==> src/rtl/md5_reply_pkg.sv <==
// Shared types and defaults for the MD5 reply path.
// The optional reply checksum is enabled with MD5_REPLY_CHECKSUM_EN.
package md5_reply_pkg;

   // Shared with string_process_match: 19 chars = 152-bit message.
   localparam int         MATCH_LEN_DEF   = 19;
   localparam logic [7:0] STATUS_HIT_DEF  = 8'h01;
   localparam logic [7:0] STATUS_MISS_DEF = 8'h00;

`ifdef MD5_REPLY_CHECKSUM_EN
   typedef enum logic [2:0] {
      ST_IDLE, ST_SEND, ST_GUARD, ST_FETCH, ST_CAPTURE, ST_FINISH, ST_CHKSUM
   } state_e;
`else
   typedef enum logic [2:0] {
      ST_IDLE, ST_SEND, ST_GUARD, ST_FETCH, ST_CAPTURE, ST_FINISH
   } state_e;
`endif

   // Which reply byte is currently in txd_data.
   typedef enum logic [2:0] {
      PH_STATUS, PH_POS_HI, PH_POS_LO, PH_CHAR, PH_CHK
   } phase_e;

endpackage

==> src/rtl/md5_reply_tx_if.sv <==
// Search-result, char-pull and UART transmitter signals of the reply path.
interface md5_reply_tx_if;
   logic        proc_done;
   logic        proc_match;
   logic [15:0] proc_byte_pos;
   logic [7:0]  proc_match_char;
   logic        proc_match_char_next;
   logic        txd_busy;
   logic        txd_start;
   logic [7:0]  txd_data;
   logic        reply_busy;
   logic        reply_done;

   // Environment side: search engine, char source and transmitter.
   modport master (
      output proc_done, proc_match, proc_byte_pos, proc_match_char, txd_busy,
      input  proc_match_char_next, txd_start, txd_data, reply_busy, reply_done
   );

   // Reply block side.
   modport slave (
      input  proc_done, proc_match, proc_byte_pos, proc_match_char, txd_busy,
      output proc_match_char_next, txd_start, txd_data, reply_busy, reply_done
   );
endinterface

==> src/rtl/md5_reply_tx_uart_byte_sender.sv <==
// Start/busy handshake with the UART transmitter. A byte is taken when the
// transmitter is idle; the cycle after a start ignores txd_busy because the
// transmitter raises busy one edge late.
module uart_byte_sender (
   input  logic clk,
   input  logic reset,
   input  logic byte_valid,
   output logic byte_ready,
   input  logic txd_busy,
   output logic txd_start
);

   logic start_q, start_d;
   logic guard_q, guard_d;
   logic fire;

   // Accept when idle and out of the guard cycle; a start opens the guard.
   always_comb begin
      byte_ready = !guard_q && !txd_busy;
      fire       = byte_valid && byte_ready;
      start_d    = fire;
      guard_d    = fire;
   end

   // Handshake registers.
   always_ff @(posedge clk) begin
      if (reset) begin
         start_q <= 1'b0;
         guard_q <= 1'b0;
      end else begin
         start_q <= start_d;
         guard_q <= guard_d;
      end
   end

   assign txd_start = start_q;

endmodule

==> src/rtl/md5_reply_tx.sv <==
// Reply sequencer: status byte, then on a hit the byte position and
// MATCH_LEN pulled chars, handed byte by byte to uart_byte_sender.
// MD5_REPLY_CHECKSUM_EN appends an XOR of all sent bytes to every reply.
module md5_reply_tx
   import md5_reply_pkg::*;
#(
   parameter int         MATCH_LEN   = MATCH_LEN_DEF,
   parameter logic [7:0] STATUS_HIT  = STATUS_HIT_DEF,
   parameter logic [7:0] STATUS_MISS = STATUS_MISS_DEF
) (
   input logic           clk,
   input logic           reset,
   md5_reply_tx_if.slave bus
);

   localparam int CNT_W = $clog2(MATCH_LEN + 1);
`ifdef MD5_REPLY_CHECKSUM_EN
   localparam state_e LAST_ST = ST_CHKSUM;
`else
   localparam state_e LAST_ST = ST_FINISH;
`endif

   state_e           state_q, state_d;
   phase_e           phase_q, phase_d;
   logic             match_q, match_d;
   logic [15:0]      pos_q, pos_d;
   logic [7:0]       data_q, data_d;
   logic [CNT_W-1:0] cnt_q, cnt_d;
   logic             busy_q, busy_d;
   logic             done_q, done_d;
   logic             next_q, next_d;
`ifdef MD5_REPLY_CHECKSUM_EN
   logic [7:0]       chk_q, chk_d;
`endif
   logic             byte_valid, byte_ready;

   assign byte_valid = (state_q == ST_SEND);

   uart_byte_sender u_sender (
      .clk        (clk),
      .reset      (reset),
      .byte_valid (byte_valid),
      .byte_ready (byte_ready),
      .txd_busy   (bus.txd_busy),
      .txd_start  (bus.txd_start)
   );

   // State and datapath registers; reset aborts any reply in progress.
   always_ff @(posedge clk) begin
      if (reset) begin
         state_q <= ST_IDLE;
         phase_q <= PH_STATUS;
         match_q <= 1'b0;
         pos_q   <= '0;
         data_q  <= '0;
         cnt_q   <= '0;
         busy_q  <= 1'b0;
         done_q  <= 1'b0;
         next_q  <= 1'b0;
`ifdef MD5_REPLY_CHECKSUM_EN
         chk_q   <= '0;
`endif
      end else begin
         state_q <= state_d;
         phase_q <= phase_d;
         match_q <= match_d;
         pos_q   <= pos_d;
         data_q  <= data_d;
         cnt_q   <= cnt_d;
         busy_q  <= busy_d;
         done_q  <= done_d;
         next_q  <= next_d;
`ifdef MD5_REPLY_CHECKSUM_EN
         chk_q   <= chk_d;
`endif
      end
   end

   // Next state: new requests only in IDLE; GUARD picks the following byte.
   always_comb begin
      state_d = state_q;
      case (state_q)
         ST_IDLE:    if (bus.proc_done) state_d = ST_SEND;
         ST_SEND:    if (byte_ready) state_d = ST_GUARD;
         ST_GUARD: begin
            case (phase_q)
               PH_STATUS: state_d = match_q ? ST_SEND : LAST_ST;
               PH_POS_HI: state_d = ST_SEND;
               PH_POS_LO: state_d = ST_FETCH;
               PH_CHAR:   state_d = (cnt_q < CNT_W'(MATCH_LEN)) ? ST_FETCH : LAST_ST;
               default:   state_d = ST_FINISH;
            endcase
         end
         ST_FETCH:   state_d = ST_CAPTURE;
         ST_CAPTURE: state_d = ST_SEND;
`ifdef MD5_REPLY_CHECKSUM_EN
         ST_CHKSUM:  state_d = ST_SEND;
`endif
         default:    state_d = ST_IDLE;
      endcase
   end

   // Datapath loads and registered pulse/level outputs.
   always_comb begin
      phase_d = phase_q;
      match_d = match_q;
      pos_d   = pos_q;
      data_d  = data_q;
      cnt_d   = cnt_q;
`ifdef MD5_REPLY_CHECKSUM_EN
      chk_d   = chk_q;
`endif
      case (state_q)
         ST_IDLE: begin
`ifdef MD5_REPLY_CHECKSUM_EN
            chk_d = '0;
`endif
            if (bus.proc_done) begin
               match_d = bus.proc_match;
               pos_d   = bus.proc_byte_pos;
               data_d  = bus.proc_match ? STATUS_HIT : STATUS_MISS;
               phase_d = PH_STATUS;
               cnt_d   = '0;
            end
         end
         ST_GUARD: begin
            if (phase_q == PH_STATUS && match_q) begin
               data_d  = pos_q[15:8];
               phase_d = PH_POS_HI;
            end else if (phase_q == PH_POS_HI) begin
               data_d  = pos_q[7:0];
               phase_d = PH_POS_LO;
            end else if (phase_q == PH_POS_LO) begin
               phase_d = PH_CHAR;
            end
         end
         ST_CAPTURE: begin
            data_d = bus.proc_match_char;
            cnt_d  = cnt_q + CNT_W'(1);
         end
`ifdef MD5_REPLY_CHECKSUM_EN
         ST_CHKSUM: begin
            data_d  = chk_q;
            phase_d = PH_CHK;
         end
`endif
         default: ;
      endcase
`ifdef MD5_REPLY_CHECKSUM_EN
      // Fold in each byte as the transmitter accepts it.
      if (byte_valid && byte_ready) chk_d = chk_q ^ data_q;
`endif
      busy_d = (state_d != ST_IDLE) && (state_d != ST_FINISH);
      done_d = (state_d == ST_FINISH);
      next_d = (state_d == ST_FETCH);
   end

   assign bus.txd_data             = data_q;
   assign bus.reply_busy           = busy_q;
   assign bus.reply_done           = done_q;
   assign bus.proc_match_char_next = next_q;

endmodule

==> src/flat_wrapper.sv <==
// flat-port wrapper written by rule: the top's interface ports become plain ports
module md5_reply_tx_flat import md5_reply_pkg::*;
#(
   parameter int         MATCH_LEN   = MATCH_LEN_DEF,
   parameter logic [7:0] STATUS_HIT  = STATUS_HIT_DEF,
   parameter logic [7:0] STATUS_MISS = STATUS_MISS_DEF
)
  (clk, reset, bus_proc_done, bus_proc_match, bus_proc_byte_pos, bus_proc_match_char, bus_txd_busy, bus_proc_match_char_next, bus_txd_start, bus_txd_data, bus_reply_busy, bus_reply_done);
  md5_reply_tx_if bus_i ();
  input logic clk;
  input logic reset;
  input wire logic [$bits(bus_i.proc_done)-1:0] bus_proc_done;
  input wire logic [$bits(bus_i.proc_match)-1:0] bus_proc_match;
  input wire logic [$bits(bus_i.proc_byte_pos)-1:0] bus_proc_byte_pos;
  input wire logic [$bits(bus_i.proc_match_char)-1:0] bus_proc_match_char;
  input wire logic [$bits(bus_i.txd_busy)-1:0] bus_txd_busy;
  output wire logic [$bits(bus_i.proc_match_char_next)-1:0] bus_proc_match_char_next;
  output wire logic [$bits(bus_i.txd_start)-1:0] bus_txd_start;
  output wire logic [$bits(bus_i.txd_data)-1:0] bus_txd_data;
  output wire logic [$bits(bus_i.reply_busy)-1:0] bus_reply_busy;
  output wire logic [$bits(bus_i.reply_done)-1:0] bus_reply_done;
  assign bus_i.proc_done = bus_proc_done;
  assign bus_i.proc_match = bus_proc_match;
  assign bus_i.proc_byte_pos = bus_proc_byte_pos;
  assign bus_i.proc_match_char = bus_proc_match_char;
  assign bus_i.txd_busy = bus_txd_busy;
  assign bus_proc_match_char_next = bus_i.proc_match_char_next;
  assign bus_txd_start = bus_i.txd_start;
  assign bus_txd_data = bus_i.txd_data;
  assign bus_reply_busy = bus_i.reply_busy;
  assign bus_reply_done = bus_i.reply_done;
  md5_reply_tx #(.MATCH_LEN(MATCH_LEN), .STATUS_HIT(STATUS_HIT), .STATUS_MISS(STATUS_MISS)) u_core (.clk(clk), .reset(reset), .bus(bus_i));
endmodule
==> config.mk <==
export PLATFORM = sky130hd
export DESIGN_NAME = md5_reply_tx_flat
export DESIGN_NICKNAME = d
export VERILOG_FILES = /design/src/rtl/md5_reply_pkg.sv /design/src/rtl/md5_reply_tx_if.sv /design/src/rtl/md5_reply_tx_uart_byte_sender.sv /design/src/rtl/md5_reply_tx.sv /design/src/flat_wrapper.sv
export SDC_FILE = /design/constraint.sdc
export NUM_CORES = 1
export LEC_CHECK = 0
export ABC_CLOCK_PERIOD_IN_PS = 4700
export BUFFER_PORTS_ARGS = -buffer_cell sky130_fd_sc_hd__buf_2
export CAP_MARGIN = 5
export CORE_UTILIZATION = 35
export DETAILED_ROUTE_END_ITERATION = 8
export PLACE_DENSITY = 0.63
export SLEW_MARGIN = 15
export SYNTH_ARGS = -nofsm -noshare
export SYNTH_HDL_FRONTEND = slang
export SYNTH_SLANG_ARGS = --single-unit
==> constraint.sdc <==
create_clock -name clk -period 4.7 [get_ports clk]
set_clock_uncertainty 0.1 [all_clocks]
set_input_delay 0.235 -clock clk [delete_from_list [all_inputs] [get_ports clk]]
set_output_delay 0.235 -clock clk [all_outputs]
set_load 0.01 [all_outputs]
**Yosys cells after proc, flatten, opt, wreduce, memory -nomap -nowiden**

Cells that the tools add are included.
Widths: inputs -> output; s select.

- Input port bits: 29
- Register bits after elaboration: 40
- Output and inout bits: 12
- Logic and storage cells: 59

- Order comparisons: 1
- Reductions and logical operators: 16
- Mux-type cells: 18
- Add/sub/neg operators: 1
- Equality and inequality tests: 13

Operators with widths:

| cell | number |
|---|---|
| $mux 3 | 8 |
| $mux 8 | 3 |
| $pmux 8 s3 | 1 |
| $eq 3x2->1 const B | 5 |
| $pmux 3 s5 | 1 |
| $pmux 3 s4 | 1 |
| $pmux 5 s2 | 1 |
| $eq 3x1->1 const B | 2 |
| $eq 3x3->1 const B | 2 |
| $logic_not 3->1 | 2 |
| $pmux 3 s2 | 1 |
| $reduce_and 3->1 | 2 |
| $reduce_bool 3->1 | 2 |
| $add 5x1->5 const B | 1 |
| $lt 5x5->1 const B | 1 |
| $mux 5 | 1 |
| $logic_and 1x1->1 | 4 |
| $ne 4x1->1 const B | 1 |
| $reduce_and 2->1 | 2 |
| $reduce_bool 2->1 | 2 |
| $ne 3x1->1 const B | 1 |
| $ne 3x3->1 const B | 1 |
| $logic_not 1->1 | 2 |
| $ne 2x2->1 const B | 1 |
| $mux 1 | 1 |

**Depth between registers and ports, before layout**

Gate-level depths: netlist of the first run.

- Depth after elaboration: 6
- Depth in mapped cells: 6

**Hierarchy**

From an unflattened synthesis of the first run, not the netlist that was laid out.

- Cells, all modules: 211
- Area, all modules: 1,826.8 µm²

By module, submodules not included:

| module | sequential area each (µm²) | area each (µm²) | cells an instance | instances |
|---|---|---|---|---|
| md5_reply_tx | 760.7 | 1,788.0 | 208 | 1 |
| uart_byte_sender | 20.0 | 38.8 | 3 | 1 |

**Worst setup path after synthesis of the first run**

No wires, ideal clock.

- Path kind: register -> register
- Start: reg u_core.phase_q[1]
- End: reg u_core.data_q[0] (netlist: u_core.bus.txd_data[0])
- Cell stages (with the launch flop): 6
- Path buffers: 1
- Data arrival time: 1.523 ns
- Path slack: 2.947 ns
- Period minus slack after synthesis: 1.753 ns
- Required time: 4.470 ns
- Library setup time: 0.130 ns
- Cell sequence: dfxtp_1 buf_6 nor3b_4 mux2_1 a221oi_1 a211oi_2

- Longest elaborated chain between the ends: 4
- Elaborated cells on any way between the ends: 7
- Those cells by class: eq/ne (2); mux (2); reduce/logical (3)

RTL lines:

| element | line | source |
|---|---|---|
| start, declared | md5_reply_tx.sv:24 | `phase_e phase_q, phase_d;` |
| start signal, assigned | md5_reply_tx.sv:65 | `phase_q <= phase_d;` |
| $logic_not 3->1 | md5_reply_tx.sv:127 | `if (phase_q == PH_STATUS && match_q) begin` |
| $logic_and 1x1->1 | md5_reply_tx.sv:127 |  |
| $ne 3x1->1 (no line) / $mux 8 (equally long branches) | -- |  |
| $reduce_and 3->1 (no line) / $pmux 8 s3 (equally long branches) | -- |  |
| end signal, assigned | md5_reply_tx.sv:68 | `data_q <= data_d;` |
| end, declared | md5_reply_tx.sv:27 | `logic [7:0] data_q, data_d;` |

Several ways; a longest one is shown, not always the timed one.
A chain may end at the register's enable or synchronous reset.

**Final worst setup path of the first run**

- Start: reg u_core.state_q[1]
- End: reg u_core.data_q[5] (netlist: u_core.bus.txd_data[5])

- Longest elaborated chain between the ends: 3
- Elaborated cells on any way between the ends: 8
- Those cells by class: eq/ne (4); mux (1); reduce/logical (3)

RTL lines:

| element | line | source |
|---|---|---|
| start, declared | md5_reply_tx.sv:23 | `state_e state_q, state_d;` |
| start signal, assigned | md5_reply_tx.sv:64 | `state_q <= state_d;` |
| $eq 3x2->1 (tied with other cells) | md5_reply_tx.sv:113 | `case (state_q)` |
| $ne 3x1->1 (no line) (tied with other cells) | -- |  |
| $reduce_and 3->1 (no line) | -- |  |

Several ways; a longest one is shown, not always the timed one.

==> flow_summary.json, run 1 <==
{
  "crit_path_top_delay_cell": "dfxtp_1",
  "antenna_found_initial": 0,
  "core_area_um2": 5070,
  "syn_nets": 233,
  "cpPeakStageDelay_ps": 610,
  "worst_slew_pin_slew_ps": 773,
  "wl_per_cell_um": 12.9,
  "p_per_area_nw_per_um2": 355,
  "wirelength_mm": 3.97,
  "yosysSeqAreaShare": 0.424,
  "grt_overflow": 0,
  "hp-class": "input port to flip-flop",
  "max_freq_mhz": 503,
  "cts_buffer_depth": 2,
  "pin_count": 41,
  "synth.avg_cell_area_um2": 9.08,
  "track_usage": 0.158,
  "r2r-start": "u_core.state_q[1]",
  "async_flop_share": 0,
  "synth_edf_count": 0,
  "ctsRootBufferMaster": "clkbuf_8",
  "dr.first_iter.drc_count": 97,
  "yosys_register_bits": 39,
  "hpwl_mm": 2.80,
  "leakagePower_nw": 0.807,
  "rsz0062_at_grt": "no",
  "netlist_area_um2": 1840,
  "setup_viol": 0,
  "synthFlopType": "dfxtp_1",
  "diodes": 0,
  "cp.depth": 4,
  "tns_ps": 0,
  "synth_area_leaders": "dfxtp_1 (42%), a21oi_1 (8.1%), nand2_1 (7.9%)",
  "max-vdd-ir-drop_mv": 0.135,
  "clkLatencyLatePin_ps": 300,
  "ys_types": 41,
  "port_buffers": 40,
  "status": "completed",
  "grt_start_max_net_pins": 40,
  "syn_inst": 203,
  "viasPerCell": 4.93,
  "worstReg2RegEnd": "u_core.bus.txd_data[5]",
  "fillers": 551,
  "cts_made_buffers": 5,
  "dr.pass1.iters": 4,
  "worst-path-buf-inv": 0,
  "finalMaxSlewViolations": 0,
  "drc": 0,
  "path_max_fanout": 12,
  "critical-path-top-delay-family": "flip-flops",
  "cts.clk_slew.worst_paths_ps": 90,
  "worstSetupStartpoint": "u_core.state_q[1]",
  "synth_top_area_frac": 0.424,
  "synth_top_area_cell": "dfxtp_1",
  "hold_violations": 0,
  "cp-endpoint": "u_core.bus.txd_data[5]",
  "r2r_slack_ps": 2710,
  "dieArea_um2": 5560,
  "first_global_vias": 1451,
  "slew_headroom": 0.484,
  "path_cells": "nand2b_1 -> o32ai_2 -> and2_2 -> a211oi_2",
  "cts_tree": "built",
  "cts.sinks": 39,
  "r2r_cells": 4,
  "syn_to_final_growth_pct": 15.9,
  "fin_crit_sh": 0.423,
  "gp_congestion": 0.734,
  "yosysWarnings": 0,
  "cp-end-kind": "flip-flop",
  "cp.required_ps": 4750,
  "die_h_um": 74.6,
  "drive_gt1_frac": 0.294,
  "post_cts_buffers": 0,
  "worstPathArrival_ps": 2040,
  "fp.dieW_um": 74.6,
  "ctsHoldBuffers": 0,
  "path_class": "flip-flop to flip-flop",
  "total_power_w": 0.000757,
  "yosys-top-cells-count": "dfxtp_1 (39), nand2_1 (39), a21oi_1 (30)",
  "grt_pass1_wl_mm": 6.63,
  "htree_levels": 2,
  "rows": 26,
  "route.antenna.remaining_nets": 0,
  "maxCapViolations": 0,
  "cts_resized": 0,
  "initial_core_util": 0.363,
  "finalNetCount": 267,
  "vias": 1519,
  "fin_crit_ps": 1990,
  "cp-start-kind": "flip-flop"
}
-- layout make-up --
cell class | instances | area (um2) | share of cell area
Timing Repair Buffer | 40 | 200 | 0.0937
Tap cell | 70 | 87.6 | 0.0410
Clock buffer | 5 | 68.8 | 0.0322
Clock inverter | 3 | 46.3 | 0.0217
Multi-Input combinational cell | 147 | 937 | 0.439
Sequential cell | 39 | 781 | 0.366
Inverter | 4 | 15.0 | 0.00703
-- worst min-delay path by stage --
stage / startpoint / end / depth (start not counted)
6_report: bus_proc_byte_pos[7] / u_core.pos_q[7] / 3
5_1_grt: bus_proc_byte_pos[6] / u_core.pos_q[6] / 3
4_1_cts: bus_proc_byte_pos[7] / u_core.pos_q[7] / 3
3_5_place_dp: u_core.pos_q[0] / u_core.pos_q[0] / 2
3_3_place_gp: u_core.pos_q[9] / u_core.pos_q[9] / 2
2_1_floorplan: bus_proc_byte_pos[0] / u_core.pos_q[0] / 2
-- power by group --
part,internal [W],switching [W]
sequential,0.000350,0.0000143
clock,0.000160,0.000126
combinational,0.0000457,0.0000615
total,0.000556,0.000202
-- kinds of logic after synthesis --
kind of cell,share of synthesized area
simple gates,0.200
buf+inv,0.0679
flops,0.424
mux,0.0489
fa+ha+maj,0.00679
compound gates,0.253
-- through the flow --
stage | cells | hold WS, ps | cell area [um2] | utilization | worst slack [ps]
finish | 308 | 61.6 | 2140 | 0.421 | 2710
detailed placement | 300 | 346 | 2020 | 0.398 | 2710
CTS | 308 | 58.0 | 2140 | 0.421 | 2690
floorplan | 203 | 271 | 1840 | - | 2950
global placement | 300 | 340 | 2020 | 0.398 | 2740
global route | 308 | 61.0 | 2140 | 0.421 | 2540
-- worst register-to-register path: cells and delay by family, from the launching register on --
kind | cells | cell delay [ps]
flops | 1 | 610
simple gates | 2 | 540
compound gates | 2 | 600
-- flip-flops by register name (all words and copies together) (netlist names), 2 cells and up --
name,flops
u_core.pos_q,16
u_core.bus.txd_data,8
u_core.cnt_q,5
u_core.state_q,3
u_core.phase_q,2
-- metal layers --
metal | global-route usage | vias up | wire length, um
met2 | 0.252 | 35 | 1800
met3 | 0.0325 | 5 | 156
met1 | 0.211 | 686 | 1950
li1 | - | 793 | -
met5 | 0 | - | 0
met4 | 0.0566 | 0 | 68
-- layout by cell type (no fill, tap or decap), types with 2 or more instances in the layout --
master,instances
o21ai_0,4
mux2_1,2
nor3_1,4
inv_1,3
a311oi_1,2
buf_2,40
nand2_1,39
nand2b_1,2
a21o_1,2
nor3b_4,2
mux2_2,6
a41oi_1,2
nand3_1,5
nor2_1,11
a211oi_1,2
dfxtp_1,39
clkbuf_8,5
a21oi_1,30
a211oi_2,8
a22oi_1,8
nor2b_1,2
No activity file was read; power rests on OpenSTA's default activity.
==> run 2: changes to the inputs <==
- ABC_CLOCK_PERIOD_IN_PS: 4700 -> 2000
- clock period: 4.7 -> 2 ns (I/O delays scaled with it)
==> run 2 against run 1 <==
Against the previous run: utilization up 5.0 points; critical path type unchanged; clock power rose to 2.8 times the previous value; combinational power rose to 2.8 times the previous value; cell area up 12%; critical endpoint is now u_core.bus.txd_data[6]; sequential share of layout area down 3.9 points; global-route usage up 0.92 points; fmax up 14%; register-to-register slack worse by 2500 ps; critical path depth up 1; non-clock buffer count up 25; count of clock-buffer cells in the layout unchanged.
==> flow_summary.json, run 2 (synthesized netlist as in run 1, its figures left out) <==
{
  "finalMaxSlewViolations": 0,
  "cts_tree": "built",
  "cp-end-kind": "flip-flop",
  "fin_crit_sh": 0.876,
  "initial_core_util": 0.363,
  "path_cells": "nor3b_4 -> buf_4 -> mux2_1 -> a22oi_1 -> a211oi_2",
  "cts.clk_slew.worst_paths_ps": 90,
  "setup_viol": 0,
  "switching_share": 0.250,
  "core_area_um2": 5070,
  "route.antenna.remaining_nets": 0,
  "leakagePower_nw": 0.933,
  "cp.required_ps": 2070,
  "critical-path-top-delay-family": "flip-flops",
  "max_freq_mhz": 571,
  "setup_slack_ps": 249,
  "rows": 26,
  "status": "completed",
  "worst_slew_pin_slew_ps": 511,
  "path_max_fanout": 8,
  "clkLatencyLatePin_ps": 290,
  "ctsRootBufferMaster": "clkbuf_8",
  "slew_headroom": 0.659,
  "first_global_vias": 1479,
  "largest_register": "u_core.pos_q",
  "hpwl_mm": 2.99,
  "track_usage": 0.167,
  "pin_count": 41,
  "gp_congestion": 0.760,
  "finalNetCount": 292,
  "total_power_w": 0.00196,
  "worstPathArrival_ps": 1820,
  "path_class": "flip-flop to flip-flop",
  "power_switching_w": 0.000492,
  "viasPerCell": 4.90,
  "tns_ps": 0,
  "cpPeakStageDelay_ps": 410,
  "hp-class": "input port to flip-flop",
  "grt_start_max_net_pins": 22,
  "mostFrequentLayoutCell": "buf_2",
  "fin_crit_ps": 1750,
  "grt_overflow": 0,
  "layout_common_cells": "buf_2 (40), nand2_1 (39), dfxtp_1 (39)",
  "drive_gt1_frac": 0.297,
  "vias": 1633,
  "htree_levels": 2,
  "antenna_found_initial": 0,
  "cts.sinks": 39,
  "p_seq_frac": 0.437,
  "maxCapViolations": 0,
  "p_per_area_nw_per_um2": 821,
  "fp.dieW_um": 74.6,
  "post_cts_buffers": 0,
  "largest_reg_flops": 16,
  "drc": 0,
  "diodes": 0,
  "p_int_w": 0.00147,
  "dieArea_um2": 5560,
  "crit_path_top_delay_cell": "dfxtp_1",
  "power_frac_clock": 0.410,
  "cts_buffer_depth": 2,
  "dr.first_iter.drc_count": 84,
  "worst-path-buf-inv": 1,
  "die_h_um": 74.6,
  "grt_pass1_wl_mm": 7.02,
  "r2r_slack_ps": 250,
  "port_buffers": 40,
  "cts_made_buffers": 5,
  "rsz0062_at_grt": "no",
  "hold_violations": 0,
  "wirelength_mm": 4.40,
  "cp-start-kind": "flip-flop",
  "wl_per_cell_um": 13.2,
  "max-vdd-ir-drop_mv": 0.376,
  "pre_cts_ws_ps": 274,
  "power_frac_comb": 0.153,
  "syn_to_final_growth_pct": 29.7,
  "dr.pass1.iters": 4
}
[run 2: changes by cell type in the layout (fill, tap and decap cells not counted), sizes merged]
cell         delta
buf             +8
bufinv          +1
clkinvlp        -1
dlygate4sd3    +17
[run 2: through the flow]
| stage | instances | util | instance area (um2) | hold WS [ps] |
|---|---|---|---|---|
| floorplan | 203 | - | 1840 | 136 |
| global placement | 308 | 0.410 | 2080 | 244 |
| detailed placement | 308 | 0.410 | 2080 | 248 |
| CTS | 333 | 0.471 | 2390 | 6.56 |
| global route | 333 | 0.471 | 2390 | 59.5 |
| finish | 333 | 0.471 | 2390 | 9.16 |
[run 2: per-layer routing]
| metal | routed length [um] | vias up | GRT usage | share of wire |
|---|---|---|---|---|
| met4 | 63 | 0 | 0.0587 | 0.014 |
| li1 | - | 841 | - | - |
| met5 | 0 | - | 0 | 0 |
| met3 | 198 | 7 | 0.0312 | 0.045 |
| met2 | 1930 | 42 | 0.264 | 0.44 |
| met1 | 2210 | 743 | 0.228 | 0.50 |
[run 2: path summary, 6_finish.rpt]
kind              cells after the start                 endpoint         startpoint
setup / recovery                      5   u_core.bus.txd_data[6]  u_core.phase_q[1]
hold / removal                        4  u_core.u_sender.guard_q       bus_txd_busy
setup reg to reg                      5   u_core.bus.txd_data[6]  u_core.phase_q[1]
hold reg to reg                       2          u_core.pos_q[9]    u_core.pos_q[9]
[run 2: worst reg2reg max path: stages (launching register included)]
cell,delay (ps)
dfxtp_1,410
nor3b_4,250
buf_4,190
mux2_1,350
a22oi_1,230
a211oi_2,90
[run 2: timing repair]
| action | CTS | global route |
|---|---|---|
| gates resized for setup | 0 | 0 |
| hold buffers | 17 | 0 |
| hold endpoints to repair | 17 | 0 |
[run 2: power by group through the flow]
stage / clock, W / sequential [W] / combinational (W)
floorplan: 0 / 0.000872 / 0.000187
global placement: 0 / 0.000876 / 0.000270
detailed placement: 0 / 0.000875 / 0.000274
CTS: 0.000822 / 0.000857 / 0.000301
global route: 0.000854 / 0.000864 / 0.000329
finish: 0.000806 / 0.000858 / 0.000300
[run 2: area by class of cell]
type                    count  area, um2
flip-flops and latches     39        781
clock buffers               5       68.8
clock inverters             3       71.3
fillers                   511       2680
well taps                  70       87.6
inverters                   4       15.0
multi-input cells         147        937
repair buffers             65        430
